--- src/rtl/shift_add_mult_if.sv ---
// Start/done handshake bundle for the sequential shift-add multiplier.
// The controller drives the request side; the multiplier returns status and product.
interface shift_add_mult_if #(
   parameter int N = 4
);
   logic           START;
   logic [N-1:0]   A;
   logic [N-1:0]   B;
   logic           BUSY;
   logic           DONE;
   logic [2*N-1:0] PRODUCT;

   modport master (
      output START, A, B,
      input  BUSY, DONE, PRODUCT
   );

   modport slave (
      input  START, A, B,
      output BUSY, DONE, PRODUCT
   );
endinterface

--- src/rtl/shift_add_mult.sv ---
// Unsigned N x N shift-add multiplier around a combinational N-bit adder.
// One multiply at a time: N RUN cycles, then a FIN cycle that publishes the product.
module adder_N #(
   parameter int N = 4
) (
   input  logic [N-1:0] P,
   input  logic [N-1:0] Q,
   input  logic         Cin,
   output logic [N-1:0] SUM,
   output logic         Cout
);
   assign {Cout, SUM} = {1'b0, P} + {1'b0, Q} + {{N{1'b0}}, Cin};
endmodule

module shift_add_mult #(
   parameter int N = 4
) (
   input  logic              CLK,
   input  logic              N_RESET,
   shift_add_mult_if.slave   bus
);
   localparam int CW = $clog2(N) + 1;

   typedef enum logic [1:0] {
      IDLE,
      RUN,
      FIN
   } state_t;

   state_t         state_q, state_d;
   logic [N-1:0]   m_q, m_d;
   logic [N-1:0]   hi_q, hi_d;
   logic [N-1:0]   lo_q, lo_d;
   logic [CW-1:0]  cnt_q, cnt_d;
   logic [2*N-1:0] prod_q, prod_d;
   logic           done_q, done_d;

   logic [N-1:0]   sum;
   logic           cout;
   logic           c;
   logic [N-1:0]   hi_add;

   adder_N #(.N(N)) u_add (
      .P    (hi_q),
      .Q    (m_q),
      .Cin  (1'b0),
      .SUM  (sum),
      .Cout (cout)
   );

   // carry of the add becomes the new MSB of HI after the shift
   assign {c, hi_add} = lo_q[0] ? {cout, sum} : {1'b0, hi_q};

   always_comb begin
      state_d = state_q;
      m_d     = m_q;
      hi_d    = hi_q;
      lo_d    = lo_q;
      cnt_d   = cnt_q;
      prod_d  = prod_q;
      done_d  = 1'b0;
      unique case (state_q)
         IDLE: begin
            if (bus.START) begin
               m_d     = bus.A;
               hi_d    = '0;
               lo_d    = bus.B;
               cnt_d   = '0;
               state_d = RUN;
            end
         end
         RUN: begin
            {hi_d, lo_d} = {c, hi_add, lo_q[N-1:1]};
            cnt_d        = cnt_q + CW'(1);
            if (cnt_q == CW'(N - 1)) begin
               state_d = FIN;
            end
         end
         FIN: begin
            prod_d  = {hi_q, lo_q};
            done_d  = 1'b1;
            state_d = IDLE;
         end
         default: begin
            state_d = IDLE;
         end
      endcase
   end

   always_ff @(posedge CLK or negedge N_RESET) begin
      if (!N_RESET) begin
         state_q <= IDLE;
         m_q     <= '0;
         hi_q    <= '0;
         lo_q    <= '0;
         cnt_q   <= '0;
         prod_q  <= '0;
         done_q  <= 1'b0;
      end else begin
         state_q <= state_d;
         m_q     <= m_d;
         hi_q    <= hi_d;
         lo_q    <= lo_d;
         cnt_q   <= cnt_d;
         prod_q  <= prod_d;
         done_q  <= done_d;
      end
   end

   assign bus.BUSY    = (state_q == RUN);
   assign bus.DONE    = done_q;
   assign bus.PRODUCT = prod_q;
endmodule
--- src/flat_wrapper.sv ---
// flat-port wrapper written by rule: the top's interface ports become plain ports
module shift_add_mult_flat 
#(
   parameter int N = 4
)
  (CLK, N_RESET, bus_START, bus_A, bus_B, bus_BUSY, bus_DONE, bus_PRODUCT);
  shift_add_mult_if #(.N(N)) bus_i ();
  input  logic CLK;
  input  logic N_RESET;
  input wire logic [$bits(bus_i.START)-1:0] bus_START;
  input wire logic [$bits(bus_i.A)-1:0] bus_A;
  input wire logic [$bits(bus_i.B)-1:0] bus_B;
  output wire logic [$bits(bus_i.BUSY)-1:0] bus_BUSY;
  output wire logic [$bits(bus_i.DONE)-1:0] bus_DONE;
  output wire logic [$bits(bus_i.PRODUCT)-1:0] bus_PRODUCT;
  assign bus_i.START = bus_START;
  assign bus_i.A = bus_A;
  assign bus_i.B = bus_B;
  assign bus_BUSY = bus_i.BUSY;
  assign bus_DONE = bus_i.DONE;
  assign bus_PRODUCT = bus_i.PRODUCT;
  shift_add_mult #(.N(N)) u_core (.CLK(CLK), .N_RESET(N_RESET), .bus(bus_i));
endmodule
--- config.mk ---
export PLATFORM = sky130hd
export DESIGN_NAME = shift_add_mult_flat
export DESIGN_NICKNAME = d
export VERILOG_FILES = /design/src/rtl/shift_add_mult_if.sv /design/src/rtl/shift_add_mult.sv /design/src/flat_wrapper.sv
export SDC_FILE = /design/constraint.sdc
export NUM_CORES = 1
export LEC_CHECK = 0
export ABC_AREA = 1
export CAP_MARGIN = 20
export CORE_MARGIN = 8
export CORE_UTILIZATION = 31
export DETAILED_ROUTE_END_ITERATION = 10
export HOLD_SLACK_MARGIN = 0.02
export PLACE_DENSITY_LB_ADDON = 0.2
export SYNTH_ARGS = -nofsm -noshare
export SYNTH_HDL_FRONTEND = slang
export SYNTH_SLANG_ARGS = --single-unit
export TNS_END_PERCENT = 1
--- constraint.sdc ---
create_clock -name CLK -period 1.74 [get_ports CLK]
set_input_delay 0.348 -clock CLK [delete_from_list [all_inputs] [get_ports CLK]]
set_output_delay 0.348 -clock CLK [all_outputs]
set_load 0.02 [all_outputs]
==> results of run 1 <==
## worst paths after layout
check                                                     to  slack, ps  depth (start not counted)
hold / removal                    u_core.lo_q[3]$_DFFE_PN0P_        440                          2
setup / recovery                                    bus_BUSY         80                          4
max in group asynchronous  u_core.bus.PRODUCT[4]$_DFFE_PN0P_       1060                          2
min in group CLK           u_core.bus.PRODUCT[2]$_DFFE_PN0P_        490                          2
setup reg to reg                  u_core.hi_q[1]$_DFFE_PN0P_        240                          6
hold reg to reg            u_core.bus.PRODUCT[2]$_DFFE_PN0P_        490                          2
## cell type report
cell class	count	area [sq um]	share of cell area, %
repair buffers	23	221	14.7
multi-input cells	77	448	29.8
clock buffers	4	55.1	3.66
flip-flops and latches	26	651	43.3
well taps	48	60.1	4.00
inverters	18	67.6	4.50
## repair_timing
item / CTS / global route
setup buffers: 0 / 0
setup endpoints to repair: 1 / 0
endpoints found under the hold margin: 0 / 0
resized for setup: 1 / 0
## logic make-up (layout without fill, tap and decap cells)
logic type / after synthesis / in the layout / synth area share (%)
AOI/OAI and AO/OA: 34 / 34 / 15.2
DFF: 26 / 26 / 55.0
muxes: 3 / 3 / 2.86
buffers and inverters: 20 / 45 / 7.09
xor gates and xnor gates: 1 / 1 / 0.741
adders and majority gates: 7 / 7 / 8.04
and+or+nand+nor: 32 / 32 / 11.0
## layout by cell type (no fill, tap or decap)
master,count
a21oi_1,7
a22o_1,1
a22oi_1,1
buf_4,3
clkbuf_8,4
clkdlybuf4s50_1,19
dfrtp_1,26
dlygate4sd2_1,1
fa_1,1
ha_1,6
inv_1,17
inv_2,1
mux2_2,3
nand2_1,23
nand3_1,5
nand3b_1,1
nor2_1,3
o211ai_1,1
o21ai_0,22
o21ai_1,1
o22ai_1,1
xnor2_1,1
## per-layer routing
| metal | part of all wire, % | routed length, microns |
|---|---|---|
| met3 | 6.9 | 164 |
| met2 | 45 | 1080 |
| met4 | 0.72 | 17 |
| met1 | 47 | 1110 |
| met5 | 0 | 0 |
## per-stage QoR
stage / instance area [sq um] / total power, mW / instances / setup slack, ps / util (%)
6_report: 1500 / 2.67 / 196 / 80.4 / 41.0
3_5_place_dp: 1450 / 2.33 / 192 / 107 / 39.6
4_1_cts: 1500 / 2.71 / 196 / 65.1 / 41.0
3_3_place_gp: 1450 / 2.29 / 192 / 130 / 39.6
2_1_floorplan: 1180 / 1.86 / 123 / 386 / -
5_1_grt: 1500 / 2.96 / 196 / 4.41 / 41.0
## power groups by stage
stage	clock [mW]	combinational [mW]	sequential, mW
floorplan	0	0.769	1.09
global placement	0	1.28	1.01
detailed placement	0	1.30	1.02
CTS	0.402	1.30	1.01
global route	0.423	1.49	1.05
finish	0.387	1.27	1.01
## registers in the layout (all words and copies together), names as in the netlist
name / flops
u_core.lo_q: 4
u_core.bus.DONE: 1
u_core.m_q: 4
u_core.bus.PRODUCT: 8
u_core.hi_q: 4
u_core.state_q: 2
u_core.cnt_q: 3
## worst register-to-register path, delay by kind of cell (launching register included)
family	cells	cell delay (ps)
adder cells (fa/ha/maj)	2	570
flip-flops	1	370
AO/OA/AOI/OAI	2	240
XOR/XNOR	1	140
buffers and inverters	1	60
==> impl_metrics.csv, run 1 <==
group,metric,value,unit
yosys,synth_top_area_share,55.0,%
routing,viasPerCell,4.61,
yosys,yosysSeqAreaShare,55.0,%
yosys,synth_flop_cell,"dfrtp_1",
floorplan,die_area,6050,sq um
sta,skew,7.81,ps
critical_path,path_class,"register to output pin",
routing,drtPass1Iterations,4,
clock_network,clk_latency,270,ps
yosys,syn_inst,123,
yosys,synth-edff-count,0,
pwr,power_frac_seq,37.8,%
clock_network,ctsLongestPathBuffers,2,
critical_path,cp_cell_sequence,"inv_1 > nand2_1 > inv_1 > dlygate4sd2_1",
pwr,peakVddDrop,0.774,mV
yosys,synth_common_cells,"dfrtp_1 (26), nand2_1 (23), o21ai_0 (22)",
sta,period_minus_slack,1660,ps
critical_path,cpMostUsedCell,"inv_1",
yosys,yosys-top-cells-area,"dfrtp_1 (55%), o21ai_0 (9.3%), nand2_1 (7.3%), ha_1 (6.3%), inv_1 (5.4%)",
global_route,track_usage,8.96,%
sta,tns,0,ps
routing,drtAntennaViolNets,0,
outcome,status,"finished, final reports clean",
finish,fill_cells,379,
clock_network,numCtsBuffers,3,
critical_path,critPathMaxStageDelay,370,ps
placement,dpl.hpwl,1.79,mm
global_route,grt_max_degree,27,
pwr,power.density,1770,nW/um^2
sta,slew_viol_final,0,
global_route,antenna_found_initial,0,
pwr,swShare,39.0,%
yosys,yosysMostFrequentCell,"dfrtp_1",
global_route,grt_pass1_vias,972,
global_route,grt_pass1_wl,4.46,mm
clock_network,clk_pin_slew,90,ps
yosys,synth-seq-cells,26,
critical_path,arrival,1310,ps
sta,rsz0062_at_grt,"false",
routing,via_count,904,
yosys,synth-async-reset-ratio,100,%
sta,setup_viol_count_final,0,
critical_path,crit_slowest_cell,"dfrtp_1",
yosys,syn-cell-area,1180,sq um
global_route,grtUsageMet2,14.5,%
yosys,synth_area_leader_cell,"dfrtp_1",
floorplan,io-pin-count,21,
finish,n_antenna_cell,0,
critical_path,critical_path.top_delay_family,"buffers and inverters",
sta,clock.fmax,0.603,GHz
routing,avgRoutedWirePerCell,12.1,microns
critical_path,start_kind,"register",
clock_network,cts-root-buf,"clkbuf_8",
min_path,hp-class,"input port to async pin",
critical_path,crit_start,"u_core.state_q[1]$_DFFE_PN0P_",
pwr,combPwrFrac,47.7,%
pwr,p_switching,1.04,mW
sta,holdWs,437,ps
floorplan,core_area,3660,sq um
clock_network,ctsHoldBuffers,0,
global_route,grt_most_used_layer,"met2",
run,drv_cap,0,
global_route,grtUsageMet3,3.57,%
floorplan,core.rowCount,22,
pwr,leakage,0.693,nW
critical_path,rr_startpoint,"u_core.m_q[0]$_DFFE_PN0P_",
yosys,synth.avg_cell_area,9.61,sq um
yosys,synth.distinct_cells,20,
floorplan,die_x,77.8,microns
clock_network,clkSinkCount,26,
pwr,internal_power,1.63,mW
critical_path,cp.required,1390,ps
placement,io_buffers,20,
floorplan,die_height,77.8,microns
global_route,grtUsageMet1,10.8,%
routing,drtIter0Drc,24,
yosys,synth.net_count,141,
placement,gp_congestion,0.775,
critical_path,cp-end-kind,"output pin",
routing,drc,0,
routing,drt-total-wl,2.37,mm
finish,area_growth,27.1,%
clock_network,htreeDepth,1,
sta,tightest_slew,382,ps
critical_path,crit_fanout,4,
pwr,p_clk_share,14.5,%
critical_path,critPathBufInv,3,
floorplan,start_util,32.3,%
sta,slew_headroom,74.5,%
sta,fin_crit_sh,95.4,%
finish,nets,167,
global_route,grt_remaining_overflow,0,
finish,drive_gt1_share,7.43,%
sta,hold_viol,0,
clock_network,cts_tree,"done",
yosys,ys.warnings.count,0,
Note: power is estimated with default switching activity, not from simulation.
==> run 2: changes to the inputs <==
==> constraint.sdc (replaced) <==
create_clock -name CLK -period 1.4 [get_ports CLK]
set_input_delay 0.28 -clock CLK [delete_from_list [all_inputs] [get_ports CLK]]
set_output_delay 0.28 -clock CLK [all_outputs]
set_load 0.02 [all_outputs]
==> run 2 against run 1 <==
The flow now finishes with violations (negative setup slack); clock power rose by 27%; sequential share of layout area fell by 1.8 points; count of clock-buffer cells in the layout did not move; critical path depth rose by 2; final area rose by 4.2%; non-clock buffer count rose by 7; critical path type is now register to register.
==> impl_metrics.csv, run 2 (synthesis gave the netlist of run 1 again) <==
group,metric,value,unit
outcome,status,"complete, but fails checks",
outcome,violations,"negative setup slack",
pwr,leakage,0.751,nW
sta,clock.fmax,0.680,GHz
placement,post-place-ws,-72.8,ps
pwr,power,3.53,mW
critical_path,crit_fanout,2,
finish,nets,174,
sta,fin_ws,-69.7,ps
global_route,grt_max_degree,27,
routing,drtAntennaViolNets,0,
clock_network,ctsLongestPathBuffers,2,
global_route,grt_pass1_wl,4.40,mm
sta,slew_viol_final,0,
floorplan,core.rowCount,22,
critical_path,start_kind,"register",
floorplan,start_util,32.3,%
floorplan,die_height,77.8,microns
sta,rsz0062_at_grt,"true",
pwr,peakVddDrop,0.912,mV
clock_network,clk_latency,270,ps
global_route,antenna_found_initial,0,
routing,drtIter0Drc,43,
sta,hold_viol,0,
routing,drtPass1Iterations,4,
sta,fin_crit_sh,105,%
floorplan,die_x,77.8,microns
global_route,grt_pass1_vias,959,
clock_network,ctsHoldBuffers,0,
finish,final_util,42.8,%
finish,final_common_cell,"dfrtp_1",
sta,tightest_slew,365,ps
routing,viasPerCell,4.71,
finish,n_antenna_cell,0,
clock_network,postCtsSetupRepairBufs,0,
sta,period_minus_slack,1470,ps
sta,tns,-69.7,ps
critical_path,arrival,1620,ps
sta,slew_headroom,75.6,%
placement,place_area,1500,sq um
sta,skew,6.59,ps
placement,dpl.hpwl,1.98,mm
min_path,hp-class,"input port to async pin",
clock_network,cts_tree,"done",
placement,io_buffers,20,
floorplan,die_area,6050,sq um
run,drv_cap,0,
global_route,track_usage,8.81,%
clock_network,numCtsBuffers,3,
routing,via_count,957,
floorplan,core_area,3660,sq um
clock_network,htreeDepth,1,
placement,gp_congestion,0.851,
clock_network,clk_pin_slew,100,ps
finish,area_growth,32.5,%
routing,drt-total-wl,2.61,mm
finish,stdcell_area,1570,sq um
floorplan,io-pin-count,21,
finish,final_cell_mix,"dfrtp_1 (26), nand2_1 (23), inv_1 (16), o21ai_0 (16)",
clock_network,clkSinkCount,26,
critical_path,cp.required,1550,ps
critical_path,cp-end-kind,"register",
clock_network,cts-root-buf,"clkbuf_8",
finish,largest_reg_flops,8,
routing,avgRoutedWirePerCell,12.9,microns
pwr,power.density,2250,nW/um^2
global_route,grt_remaining_overflow,0,
finish,drive_gt1_share,16.1,%
sta,setup_viol_count_final,1,
routing,drc,0,
critical_path,path_class,"register to register",
-- run 2: worst paths after layout --
kind / startpoint / end / slack [ps] / cells after the start
max in group asynchronous: N_RESET / u_core.lo_q[3]$_DFFE_PN0P_ / 780 / 2
setup / recovery: u_core.hi_q[0]$_DFFE_PN0P_ / u_core.hi_q[0]$_DFFE_PN0P_ / -70 / 6
hold reg to reg: u_core.bus.PRODUCT[2]$_DFFE_PN0P_ / u_core.bus.PRODUCT[2]$_DFFE_PN0P_ / 480 / 2
hold / removal: N_RESET / u_core.bus.PRODUCT[4]$_DFFE_PN0P_ / 370 / 2
min in group CLK: u_core.bus.PRODUCT[2]$_DFFE_PN0P_ / u_core.bus.PRODUCT[2]$_DFFE_PN0P_ / 480 / 2
setup reg to reg: u_core.hi_q[0]$_DFFE_PN0P_ / u_core.hi_q[0]$_DFFE_PN0P_ / -70 / 6
-- run 2: area by class of cell --
type / count / area, sq um
clock buffers: 4 / 55.1
fillers: 368 / 2090
inverters: 18 / 67.6
multi-input cells: 77 / 474
flip-flops and latches: 26 / 651
well taps: 48 / 60.1
repair buffers: 30 / 259
-- run 2: routing by layer --
metal	vias up	wire length, microns	GRT usage, %	part of all wire [%]
met1	457	1220	10.7	47
li1	472	-	-	-
met2	20	1190	14.1	45
met3	8	146	2.76	5.6
met4	0	59	3.40	2.3
met5	-	0	0	0
-- run 2: stage by stage --
step	cells	hold WS, ps
floorplan	123	-15.6
global placement	199	466
detailed placement	199	474
CTS	203	377
global route	203	397
finish	203	370
-- run 2: what timing repair did --
item                                    CTS  global route
gates resized for setup                  16             9
endpoints found under the setup margin   13             4
pin swaps                                 0             3
hold endpoints to repair                  0             0
cloned                                    0             0
-- run 2: critical path, cell delays in order, from the launching register on --
cell     delay, ps
dfrtp_1        380
ha_2           200
inv_2           40
fa_2           540
a21oi_2         50
o21ai_1         70
o21ai_1         80
-- run 2: report_power, final --
group	internal (mW)	leakage, nW	switching [mW]
sequential	1.07	0.326	0.188
combinational	0.794	0.396	0.985
clock	0.251	0.0288	0.240
total	2.12	0.751	1.41
==> run 3: changes to the inputs <==
--- a/config.mk
+++ b/config.mk
@@ -6,9 +6,11 @@
 export NUM_CORES = 1
 export LEC_CHECK = 0
 export ABC_AREA = 1
+export ABC_CLOCK_PERIOD_IN_PS = 1400
 export CAP_MARGIN = 20
 export CORE_MARGIN = 8
 export CORE_UTILIZATION = 31
+export CTS_BUF_LIST = sky130_fd_sc_hd__clkbuf_4 sky130_fd_sc_hd__clkbuf_8
 export DETAILED_ROUTE_END_ITERATION = 10
 export HOLD_SLACK_MARGIN = 0.02
 export PLACE_DENSITY_LB_ADDON = 0.2
==> results of run 3 <==
Final layout, timing and power as in run 2 (identical DEF).
